[src/rtl/mux_rr_arb.sv]
// mux_rr_arb: CHANNELS-way valid/ready stream multiplexer with one registered
// output stage. mode=0 forwards the channel chosen by sel; mode=1 arbitrates
// round-robin starting after the last-granted channel (ptr).
// Optional packet locking: define MUX_RR_ARB_LAST_EN to add in_last/out_last.
// With it, a round-robin grant stays on one channel until its last beat.
module mux_rr_arb #(
  parameter int N        = 8,
  parameter int CHANNELS = 8,
  parameter int SEL_W    = $clog2(CHANNELS)
) (
  input  logic                  clk,
  input  logic                  rst,
  input  logic [CHANNELS*N-1:0] in_data,
  input  logic [CHANNELS-1:0]   in_valid,
  output logic [CHANNELS-1:0]   in_ready,
`ifdef MUX_RR_ARB_LAST_EN
  input  logic [CHANNELS-1:0]   in_last,
  output logic                  out_last,
`endif
  input  logic                  mode,
  input  logic [SEL_W-1:0]      sel,
  output logic [N-1:0]          out_data,
  output logic [SEL_W-1:0]      out_chan,
  output logic                  out_valid,
  input  logic                  out_ready
);

  logic [N-1:0]         out_data_q, out_data_d;
  logic [SEL_W-1:0]     out_chan_q, out_chan_d;
  logic                 out_valid_q, out_valid_d;
  logic [SEL_W-1:0]     ptr_q, ptr_d;

  logic [CHANNELS-1:0]  grant;
  logic                 rr_found;
  int unsigned          rr_idx;
  logic [N-1:0]         gnt_data;
  logic [SEL_W-1:0]     gnt_chan;
  logic                 load;
  logic                 xfer;

`ifdef MUX_RR_ARB_LAST_EN
  logic                 lock_q, lock_d;
  logic                 out_last_q, out_last_d;
  logic                 gnt_last;
`endif

  // Grant: fixed select compares sel against each valid channel index, so an
  // out-of-range sel simply matches nothing; round-robin scans ptr+1 onward
  // modulo CHANNELS (not 2^SEL_W) and keeps the first valid channel.
  always_comb begin
    grant    = '0;
    rr_found = 1'b0;
    rr_idx   = 0;
    if (!mode) begin
      for (int unsigned i = 0; i < CHANNELS; i++) begin
        grant[i] = in_valid[i] && (sel == SEL_W'(i));
      end
    end else begin
`ifdef MUX_RR_ARB_LAST_EN
      // Mid-packet: only the owning channel may continue.
      if (lock_q) begin
        grant[ptr_q] = in_valid[ptr_q];
        rr_found     = 1'b1;
      end
`endif
      for (int unsigned k = 1; k <= CHANNELS; k++) begin
        rr_idx = (32'(ptr_q) + k) % CHANNELS;
        if (!rr_found && in_valid[rr_idx]) begin
          grant[rr_idx] = 1'b1;
          rr_found      = 1'b1;
        end
      end
    end
  end

  // Encode the one-hot grant into data/index of the winning channel.
  always_comb begin
    gnt_data = '0;
    gnt_chan = '0;
`ifdef MUX_RR_ARB_LAST_EN
    gnt_last = 1'b0;
`endif
    for (int unsigned i = 0; i < CHANNELS; i++) begin
      if (grant[i]) begin
        gnt_data = in_data[i*N +: N];
        gnt_chan = SEL_W'(i);
`ifdef MUX_RR_ARB_LAST_EN
        gnt_last = in_last[i];
`endif
      end
    end
  end

  // Handshake: the output slot accepts when empty or draining this cycle;
  // ready is forced low while reset is held.
  always_comb begin
    load     = !out_valid_q || out_ready;
    in_ready = (load && rst) ? grant : '0;
    xfer     = |in_ready;
  end

  // Next-state for the output stage, arbitration pointer and packet lock.
  always_comb begin
    out_data_d  = out_data_q;
    out_chan_d  = out_chan_q;
    out_valid_d = out_valid_q;
    ptr_d       = ptr_q;
`ifdef MUX_RR_ARB_LAST_EN
    out_last_d  = out_last_q;
    lock_d      = lock_q;
`endif
    if (load) begin
      out_valid_d = xfer;
      if (xfer) begin
        out_data_d = gnt_data;
        out_chan_d = gnt_chan;
`ifdef MUX_RR_ARB_LAST_EN
        out_last_d = gnt_last;
`endif
      end
    end
    if (xfer) begin
      ptr_d = gnt_chan;
    end
`ifdef MUX_RR_ARB_LAST_EN
    if (!mode) begin
      lock_d = 1'b0;
    end else if (xfer) begin
      lock_d = !gnt_last;
    end
`endif
  end

  // State registers with asynchronous active-low reset.
  always_ff @(posedge clk or negedge rst) begin
    if (!rst) begin
      out_data_q  <= '0;
      out_chan_q  <= '0;
      out_valid_q <= 1'b0;
      ptr_q       <= SEL_W'(CHANNELS - 1);
`ifdef MUX_RR_ARB_LAST_EN
      out_last_q  <= 1'b0;
      lock_q      <= 1'b0;
`endif
    end else begin
      out_data_q  <= out_data_d;
      out_chan_q  <= out_chan_d;
      out_valid_q <= out_valid_d;
      ptr_q       <= ptr_d;
`ifdef MUX_RR_ARB_LAST_EN
      out_last_q  <= out_last_d;
      lock_q      <= lock_d;
`endif
    end
  end

  assign out_data  = out_data_q;
  assign out_chan  = out_chan_q;
  assign out_valid = out_valid_q;
`ifdef MUX_RR_ARB_LAST_EN
  assign out_last  = out_last_q;
`endif

endmodule

[config.mk]
export PLATFORM = sky130hd
export DESIGN_NAME = mux_rr_arb
export DESIGN_NICKNAME = d
export VERILOG_FILES = /design/src/rtl/mux_rr_arb.sv
export SDC_FILE = /design/constraint.sdc
export NUM_CORES = 1
export LEC_CHECK = 0
export BUFFER_PORTS_ARGS = -buffer_cell sky130_fd_sc_hd__buf_2
export CAP_MARGIN = 25
export CORE_MARGIN = 4
export CORE_UTILIZATION = 25
export DETAILED_ROUTE_END_ITERATION = 12
export PLACE_DENSITY = 0.45
export SLEW_MARGIN = 25
export SYNTH_ARGS = -nofsm -noshare
export SYNTH_HDL_FRONTEND = slang
export SYNTH_SLANG_ARGS = --single-unit
[constraint.sdc]
create_clock -name clk -period 7.2 [get_ports clk]
set_clock_uncertainty 0.05 [all_clocks]
set_input_delay 1.08 -clock clk [delete_from_list [all_inputs] [get_ports clk]]
set_output_delay 1.08 -clock clk [all_outputs]
set_load 0.02 [all_outputs]
==> results.json, run 1 <==
{
  "status": "finished, final reports clean",
  "initial_core_util": 0.254,
  "max_stage_delay_ns": 0.72,
  "drt-pass1-iter-count": 5,
  "dp_cells": 547,
  "postCtsHoldBufs": 0,
  "start_kind": "flip-flop",
  "cts_tree": "yes",
  "fin_crit_sh": 0.759,
  "cts.sinks": 15,
  "grtUsageTotal": 0.174,
  "globalRouteOverflowTotal": 0,
  "dieWidth_um": 110,
  "syn_inst": 333,
  "synthSimpleGateAreaFrac": 0.243,
  "grt_max_degree": 33,
  "holdCritStartpoint": "out_chan[2]",
  "cts-root-buf": "clkbuf_8",
  "p_leak_nw": 1.31,
  "final_util": 0.314,
  "synth_compound_area_frac": 0.348,
  "drt_wl_total_um": 10700,
  "drv_cap": 0,
  "period_needed_ns": 5.46,
  "rsz0062_at_grt": "false",
  "slew_headroom": 0.414,
  "crit_type": "flip-flop to primary output",
  "nets": 501,
  "drtIter0Drc": 273,
  "synth_nets": 418,
  "synth_cell_types": 67,
  "dp_hpwl_um": 8520,
  "cts_made_buffers": 3,
  "crit_top_cell": "mux4_2",
  "ir_drop_uv": 168,
  "ys_seq_area_frac": 0.145,
  "fin_cells": 551,
  "synth_xor_xnor_area_share": 0.0163,
  "r2r_cells": 12,
  "grt_pass1_wl_um": 16600,
  "setup_viol": 0,
  "synthMuxAreaShare": 0.143,
  "dieHeight_um": 110,
  "cts_resized": 0,
  "grt_pass1_vias": 3085,
  "place.gp.congestion": 0.944,
  "dr_total_vias": 3159,
  "worstHoldPathCells": 1,
  "antenna_found_initial": 0,
  "synthTopCellsByArea": "dfrtp_1, mux4_2, nand2_1",
  "yosys.area.top_type": "dfrtp_1",
  "wl_per_cell_um": 19.4,
  "fmax_mhz": 183,
  "p_per_area_nw_per_um2": 484,
  "io_pins": 99,
  "clockBufferDepth": 2,
  "drc_errors": 0,
  "tns_ns": 0,
  "r2r_end": "out_chan[0]",
  "cp.arrival_ns": 4.33,
  "cp_max_fo": 16,
  "cts.clk_slew.worst_paths_ns": 0.06,
  "cp_slowest_cell": "ha_1",
  "async_reset_ff_frac": 1.00,
  "slew_violations": 0,
  "synth_common_cells": "nand2_1, nor2_1, inv_1, a21oi_1, a31oi_1",
  "crit_chain": "inv_1 -> ha_1 -> mux4_2 -> nand2b_1 -> mux4_2 -> o32ai_1 -> a221oi_1 -> a21oi_1 -> buf_4 -> nor2b_1 -> buf_2",
  "cp.required_ns": 6.07,
  "synth_area_um2": 2620,
  "min_path_type": "flip-flop to flip-flop",
  "post_cts_buffers": 0,
  "hold_viol": 0,
  "rrSetupSlack_ns": 2.04,
  "die_area_um2": 12200,
  "min_to": "out_chan[2]",
  "worst_setup_path_end_kind": "primary output",
  "rows": 37,
  "synth_most_common_cell": "nand2_1",
  "numPortBuffers": 98,
  "vias_per_cell": 5.73,
  "tightestPinTransition_ns": 0.877,
  "fill_cells": 1123,
  "synth-seq-cells": 15,
  "diodes": 0,
  "cts_htree_levels": 1,
  "drive_above_1_share": 0.354,
  "r2r_start": "ptr_q[0]",
  "drtAntennaViolNets": 0,
  "ys.flop_type": "dfrtp_1",
  "core_um2": 10300,
  "synthAdderAreaFrac": 0.0287,
  "clock_latency_ns": 0.24,
  "synth_top_family_by_area": "compound AO/OA/AOI/OAI gates",
  "syn_to_final_growth_pct": 23.5,
  "ys_warn_count": 0,
  "synth_edf_count": 0,
  "synth_top_area_frac": 0.115,
  "postSynthAreaPerCell_um2": 7.85
}
## layout by cell type, fill, tap and decap left out, types with 3 or more instances in the layout
cell type and count:
nand3_1 7, o32ai_1 4, a31oi_2 7, o21ai_1 4, o211ai_1 9, and2_1 5
buf_2 98, nor4_1 10, inv_1 18, o221ai_1 8, clkbuf_8 3, o22ai_1 9
and3_1 4, nor2_1 26, dfstp_2 3, nand2b_1 6, mux4_2 11, nor3_1 6
nor2b_1 6, o21ai_0 11, a31oi_1 13, a21oi_1 13, nor2_2 7, mux2i_1 7
buf_4 5, dfrtp_1 12, nand2_1 31, nand4_1 6, a22oi_1 8, a21o_1 5
ha_1 6
## sequential cells by signal (all words and copies together) (netlist names)
name       flops
out_data       8
out_chan       3
ptr_q          3
out_valid      1
## power breakdown
| part | switching (mW) | total (mW) | internal [mW] |
|---|---|---|---|
| sequential | 0.0462 | 0.181 | 0.135 |
| combinational | 0.839 | 1.32 | 0.477 |
| clock | 0.0276 | 0.0658 | 0.0382 |
| total | 0.913 | 1.56 | 0.651 |
## logic make-up after synthesis
family,after synthesis
compound gates,120
xor+xnor,4
fa+ha+maj,6
buf+inv,43
flops,15
mux,22
simple gates,123
## critical path: cells and delay by family, from the launching register on
| kind | cells | cell delay, ns |
|---|---|---|
| and+or+nand+nor | 2 | 0.29 |
| muxes | 2 | 1.14 |
| AOI/OAI and AO/OA | 3 | 0.79 |
| DFF | 1 | 0.52 |
| buffers and inverters | 3 | 0.62 |
| adders and majority gates | 1 | 0.72 |
## through the flow
stage	total power [mW]	hold WS, ns	setup slack [ns]	area [um^2]
after global placement	1.50	0.448	2.01	3180
after CTS	1.55	0.460	1.78	3230
after floorplan	1.14	0.545	1.94	2620
final	1.56	0.445	1.74	3230
after global routing	1.68	0.466	1.48	3230
after detailed placement	1.48	0.447	2.04	3180
## how the worst max path moves through the flow
stage,from,endpoint,slack [ns]
floorplan,ptr_q[0],in_ready[7],1.94
global placement,ptr_q[0],in_ready[0],2.01
detailed placement,ptr_q[1],in_ready[7],2.04
CTS,ptr_q[1],in_ready[7],1.78
global route,ptr_q[0],in_ready[7],1.48
finish,ptr_q[0],in_ready[0],1.74
## per-layer routing
metal | GRT usage | vias to the layer above | routed length (um) | part of all wire
met5 | 0 | - | 0 | 0
met4 | 0.0405 | 0 | 200 | 0.019
met3 | 0.0256 | 17 | 816 | 0.076
met2 | 0.284 | 176 | 4930 | 0.46
met1 | 0.244 | 1503 | 4770 | 0.45
li1 | - | 1463 | - | -
## cell type report
cell class | count | area, um^2 | share of cell area
repair buffers | 103 | 528 | 0.163
well taps | 136 | 170 | 0.0527
clock buffers | 3 | 41.3 | 0.0128
flip-flops and latches | 15 | 379 | 0.117
clock inverters | 1 | 5.00 | 0.00155
multi-input cells | 275 | 2040 | 0.631
inverters | 18 | 67.6 | 0.0209
(Power assumes the default switching activity.)
==> run 2: changes to the inputs <==
Settings changed: ABC_AREA set to 1.
Clock period 7.2 ns to 5.6 ns, I/O delays scaled along.
==> run 2 against run 1 <==
Net effect: routed wire length down 0.54%; synthesized cell count up 50%; register-to-register slack worse by 1.0 ns; cell count up 32%; power up 32%; synthesized area up 2.6%; design area up 2.3%; die area up 2.4%; clock power up 38%; sequential cell count unchanged; hold slack worse by 0.017 ns; setup slack worse by 1.2 ns; critical path type unchanged.
==> results.json, run 2 <==
{
  "dieWidth_um": 112,
  "tightestPinTransition_ns": 0.804,
  "grtUsageTotal": 0.161,
  "tns_ns": 0,
  "fin_crit_sh": 0.901,
  "grt_pass1_vias": 3398,
  "placed_cell_area_um2": 3250,
  "p_per_area_nw_per_um2": 625,
  "clockBufferDepth": 2,
  "fill_cells": 1229,
  "fin_area_um2": 3310,
  "grt_pass1_wl_um": 16600,
  "cp_max_fo": 22,
  "status": "finished, final reports clean",
  "worst_setup_path_end_kind": "primary output",
  "grt_max_degree": 23,
  "crit_type": "flip-flop to primary output",
  "drt-pass1-iter-count": 5,
  "drive_above_1_share": 0.260,
  "async_reset_ff_frac": 1.00,
  "multiInputGateArea_um2": 2080,
  "cts_tree": "yes",
  "core_um2": 10400,
  "cts.clk_slew.worst_paths_ns": 0.07,
  "rows": 37,
  "place.gp.congestion": 0.983,
  "slew_violations": 0,
  "fin_ws_ns": 0.555,
  "cp.required_ns": 4.71,
  "cts-root-buf": "clkbuf_8",
  "dp_hpwl_um": 8940,
  "ir_drop_uv": 199,
  "drv_cap": 0,
  "initial_core_util": 0.259,
  "fmax_mhz": 198,
  "synth_edf_count": 0,
  "synth_cell_types": 35,
  "syn_to_final_growth_pct": 23.2,
  "io_pins": 99,
  "globalRouteOverflowTotal": 0,
  "rsz0062_at_grt": "false",
  "setup_viol": 0,
  "cts_htree_levels": 1,
  "antenna_found_initial": 0,
  "min_path_type": "input port to async pin",
  "ys_seq_area_frac": 0.141,
  "start_kind": "flip-flop",
  "wl_per_cell_um": 14.7,
  "final_util": 0.319,
  "r2r_end": "out_data[2]",
  "cp.arrival_ns": 4.16,
  "drtAntennaViolNets": 0,
  "drtIter0Drc": 241,
  "dp_slack_ns": 0.688,
  "hold_viol": 0,
  "synth_top_area_frac": 0.267,
  "p_leak_nw": 1.84,
  "synth_common_cells": "nand2_1, nor2_1, nand3_1, a21oi_1, inv_1",
  "ys_warn_count": 0,
  "yosys.area.top_type": "nand2_1",
  "synthTopCellsByArea": "nand2_1, dfrtp_1, nand3_1",
  "r2r_start": "ptr_q[0]",
  "ys.flop_type": "dfrtp_1",
  "synth_area_um2": 2680,
  "dr_total_vias": 3519,
  "layout_common_cells": "nand2_1, buf_2, nor2_1",
  "synth_nets": 586,
  "r2r_cells": 21,
  "dieHeight_um": 112,
  "syn_inst": 501,
  "clock_latency_ns": 0.25,
  "seq_area_um2": 379,
  "rrSetupSlack_ns": 1.00,
  "drc_errors": 0,
  "period_needed_ns": 5.05,
  "layout_commonest_cell": "nand2_1",
  "postCtsHoldBufs": 0,
  "cts_made_buffers": 3,
  "largest_reg_flops": 8,
  "postSynthAreaPerCell_um2": 5.35,
  "diodes": 0,
  "nets": 675,
  "synth_most_common_cell": "nand2_1",
  "numPortBuffers": 98,
  "die_area_um2": 12500,
  "synth-seq-cells": 15,
  "vias_per_cell": 4.85,
  "drt_wl_total_um": 10700,
  "cts.sinks": 15,
  "slew_headroom": 0.459
}
run 2: through the flow:
| stage | instances | power (mW) | hold WS (ns) |
|---|---|---|---|
| after floorplan | 501 | 1.56 | 0.494 |
| after global placement | 721 | 1.98 | 0.409 |
| after detailed placement | 721 | 1.96 | 0.410 |
| after CTS | 725 | 2.06 | 0.428 |
| after global routing | 725 | 2.30 | 0.458 |
| final | 725 | 2.07 | 0.428 |
run 2: cell type report:
| class | instances | share of cell area |
|---|---|---|
| Clock buffer | 3 | 0.0125 |
| Clock inverter | 1 | 0.00151 |
| Inverter | 35 | 0.0409 |
| Multi-Input combinational cell | 437 | 0.631 |
| Sequential cell | 15 | 0.115 |
| Tap cell | 136 | 0.0515 |
| Timing Repair Buffer | 98 | 0.148 |
run 2: repair_timing:
| action | 4_1_cts | 5_1_grt |
|---|---|---|
| setup buffers | 0 | 0 |
| gates resized for setup | 0 | 2 |
| setup endpoints to repair | 0 | 1 |
run 2: cell families (layout without fill, tap and decap cells):
kind of cell    count (synthesis)  count (layout)  synth area share
flops                          15              15             0.141
buf+inv                        49             137            0.0854
simple gates                  377             377             0.628
xor+xnor                        3               3            0.0168
compound gates                 51              51             0.101
fa+ha+maj                       6               6            0.0280
run 2: layer usage:
metal,GRT usage,wire (um),vias to the layer above
li1,-,-,1788
met1,0.213,4750,1552
met2,0.277,4980,158
met3,0.0239,691,21
met4,0.0381,237,0
met5,0,0,-
run 2: critical path, cell delays in order, from the launching register on:
cell and delay [ns]:
dfstp_2 0.78, inv_2 0.26, ha_1 0.51, inv_2 0.23
nand3_1 0.13, nand2_1 0.12, inv_1 0.05, o21ai_1 0.32
nand3_2 0.17, nor3b_2 0.36, nand2_1 0.09, nand3_1 0.10
nand2_1 0.05, nand2_1 0.31, inv_4 0.13, nor2_1 0.10
buf_2 0.18
run 2: where the power goes:
part	internal (mW)	switching (mW)	total [mW]
sequential	0.173	0.0625	0.235
clock	0.0494	0.0413	0.0907
combinational	0.521	1.22	1.74
total	0.743	1.32	2.07
run 2: worst max path at each step:
stage	start	end	cells past startpoint
final	ptr_q[0]	in_ready[3]	16
after global routing	ptr_q[0]	in_ready[3]	16
after CTS	ptr_q[0]	in_ready[3]	16
after detailed placement	ptr_q[0]	in_ready[3]	16
after global placement	ptr_q[0]	in_ready[3]	18
after floorplan	ptr_q[0]	in_ready[3]	18
==> run 3: changes to the inputs <==
Settings changed: BUFFER_PORTS_ARGS -buffer_cell sky130_fd_sc_hd__buf_2 to -buffer_cell sky130_fd_sc_hd__buf_4, HOLD_SLACK_MARGIN set to 0.1.
==> run 3 against run 2 <==
Net effect: sequential power is essentially flat; sequential cell count is the same; combinational power grew 4%; die area is the same; critical path type unchanged.
==> results.json, run 3 (synthesis results as in run 2) <==
{
  "status": "finished, final reports clean",
  "drtAntennaViolNets": 0,
  "multiInputGateArea_um2": 2080,
  "clockBufferDepth": 2,
  "rsz0062_at_grt": "false",
  "layout_common_cells": "nand2_1, buf_4, nor2_1",
  "postCtsHoldBufs": 0,
  "grtUsageTotal": 0.173,
  "cp.arrival_ns": 4.16,
  "hold_viol": 0,
  "drv_cap": 0,
  "dieWidth_um": 112,
  "start_kind": "flip-flop",
  "cp.required_ns": 4.71,
  "largest_reg_flops": 8,
  "fmax_mhz": 198,
  "clock_latency_ns": 0.24,
  "setup_viol": 0,
  "tns_ns": 0,
  "numPortBuffers": 98,
  "dieHeight_um": 112,
  "drive_above_1_share": 0.261,
  "nets": 676,
  "tightestPinTransition_ns": 0.852,
  "p_per_area_nw_per_um2": 599,
  "antenna_found_initial": 0,
  "initial_core_util": 0.259,
  "cp_max_fo": 22,
  "r2r_end": "out_data[2]",
  "syn_to_final_growth_pct": 32.6,
  "fill_cells": 1206,
  "min_path_type": "input port to async pin",
  "cts-root-buf": "clkbuf_8",
  "layout_commonest_cell": "nand2_1",
  "drc_errors": 0,
  "grt_pass1_wl_um": 17800,
  "grt_max_degree": 23,
  "io_pins": 99,
  "rows": 37,
  "wl_per_cell_um": 15.5,
  "slew_headroom": 0.426,
  "place.gp.congestion": 0.907,
  "cts_tree": "yes",
  "cts.sinks": 15,
  "cts.clk_slew.worst_paths_ns": 0.06,
  "dr_total_vias": 3563,
  "period_needed_ns": 5.05,
  "r2r_cells": 21,
  "slew_violations": 0,
  "r2r_start": "ptr_q[0]",
  "vias_per_cell": 4.91,
  "rrSetupSlack_ns": 1.26,
  "cts_made_buffers": 3,
  "p_leak_nw": 1.92,
  "core_um2": 10400,
  "cts_htree_levels": 1,
  "dp_hpwl_um": 9430,
  "drt_wl_total_um": 11300,
  "diodes": 0,
  "die_area_um2": 12500,
  "globalRouteOverflowTotal": 0,
  "drt-pass1-iter-count": 7,
  "crit_type": "flip-flop to primary output",
  "seq_area_um2": 379,
  "drtIter0Drc": 226,
  "worst_setup_path_end_kind": "primary output",
  "fin_crit_sh": 0.901,
  "grt_pass1_vias": 3544,
  "ir_drop_uv": 216,
  "whs_ns": 0.389
}
-- run 3: what timing repair did --
action / CTS / global route
resized for setup: 0 / 2
setup buffers: 0 / 0
setup endpoints to repair: 0 / 1
-- run 3: worst max path at each step --
| stage | start | to | cells after the start | slack, ns |
|---|---|---|---|---|
| after floorplan | ptr_q[0] | in_ready[3] | 18 | 1.44 |
| after global placement | ptr_q[0] | in_ready[3] | 18 | 0.84 |
| after detailed placement | ptr_q[0] | in_ready[3] | 15 | 0.71 |
| after CTS | ptr_q[0] | in_ready[3] | 15 | 0.43 |
| after global routing | ptr_q[0] | in_ready[3] | 15 | 0.03 |
| final | ptr_q[0] | in_ready[3] | 15 | 0.55 |
-- run 3: per-stage QoR --
step | std cells | area, um^2 | worst slack, ns | power, mW | util
after global placement | 722 | 3500 | 0.836 | 2.04 | 0.338
after CTS | 726 | 3550 | 0.432 | 2.12 | 0.342
after global routing | 726 | 3560 | 0.0322 | 2.38 | 0.343
after detailed placement | 722 | 3500 | 0.714 | 2.02 | 0.338
final | 726 | 3560 | 0.554 | 2.13 | 0.343
after floorplan | 501 | 2680 | 1.44 | 1.56 | -
-- run 3: final cells by class --
type | instances | area share
clock inverter | 1 | 0.00141
multi-input combinational | 437 | 0.586
sequential | 15 | 0.107
inverter | 35 | 0.0380
clock buffer | 3 | 0.0116
timing repair buffer | 99 | 0.209
tap | 136 | 0.0478
-- run 3: worst max-delay path: stages, from the launching register on --
cell and delay [ns]:
dfstp_2 0.75, inv_2 0.25, ha_1 0.51, inv_2 0.23, nand3_1 0.13, nand3_1 0.11, nand2_1 0.11, a211oi_1 0.39
nor3b_2 0.42, nand2_1 0.10, nand3_1 0.10, nand2_1 0.06, nand2_1 0.33, inv_4 0.13, nor2_1 0.12, buf_4 0.15
-- run 3: power by group --
part	internal, mW	switching (mW)	total [mW]
clock network	0.0492	0.0378	0.0870
registers	0.173	0.0630	0.236
logic	0.566	1.24	1.81
-- run 3: layer usage --
layer	share of wire	GRT usage	vias to the layer above
li1	-	-	1797
met1	0.43	0.223	1556
met2	0.47	0.300	186
met3	0.075	0.0326	24
met4	0.022	0.0414	0
met5	0	0	-
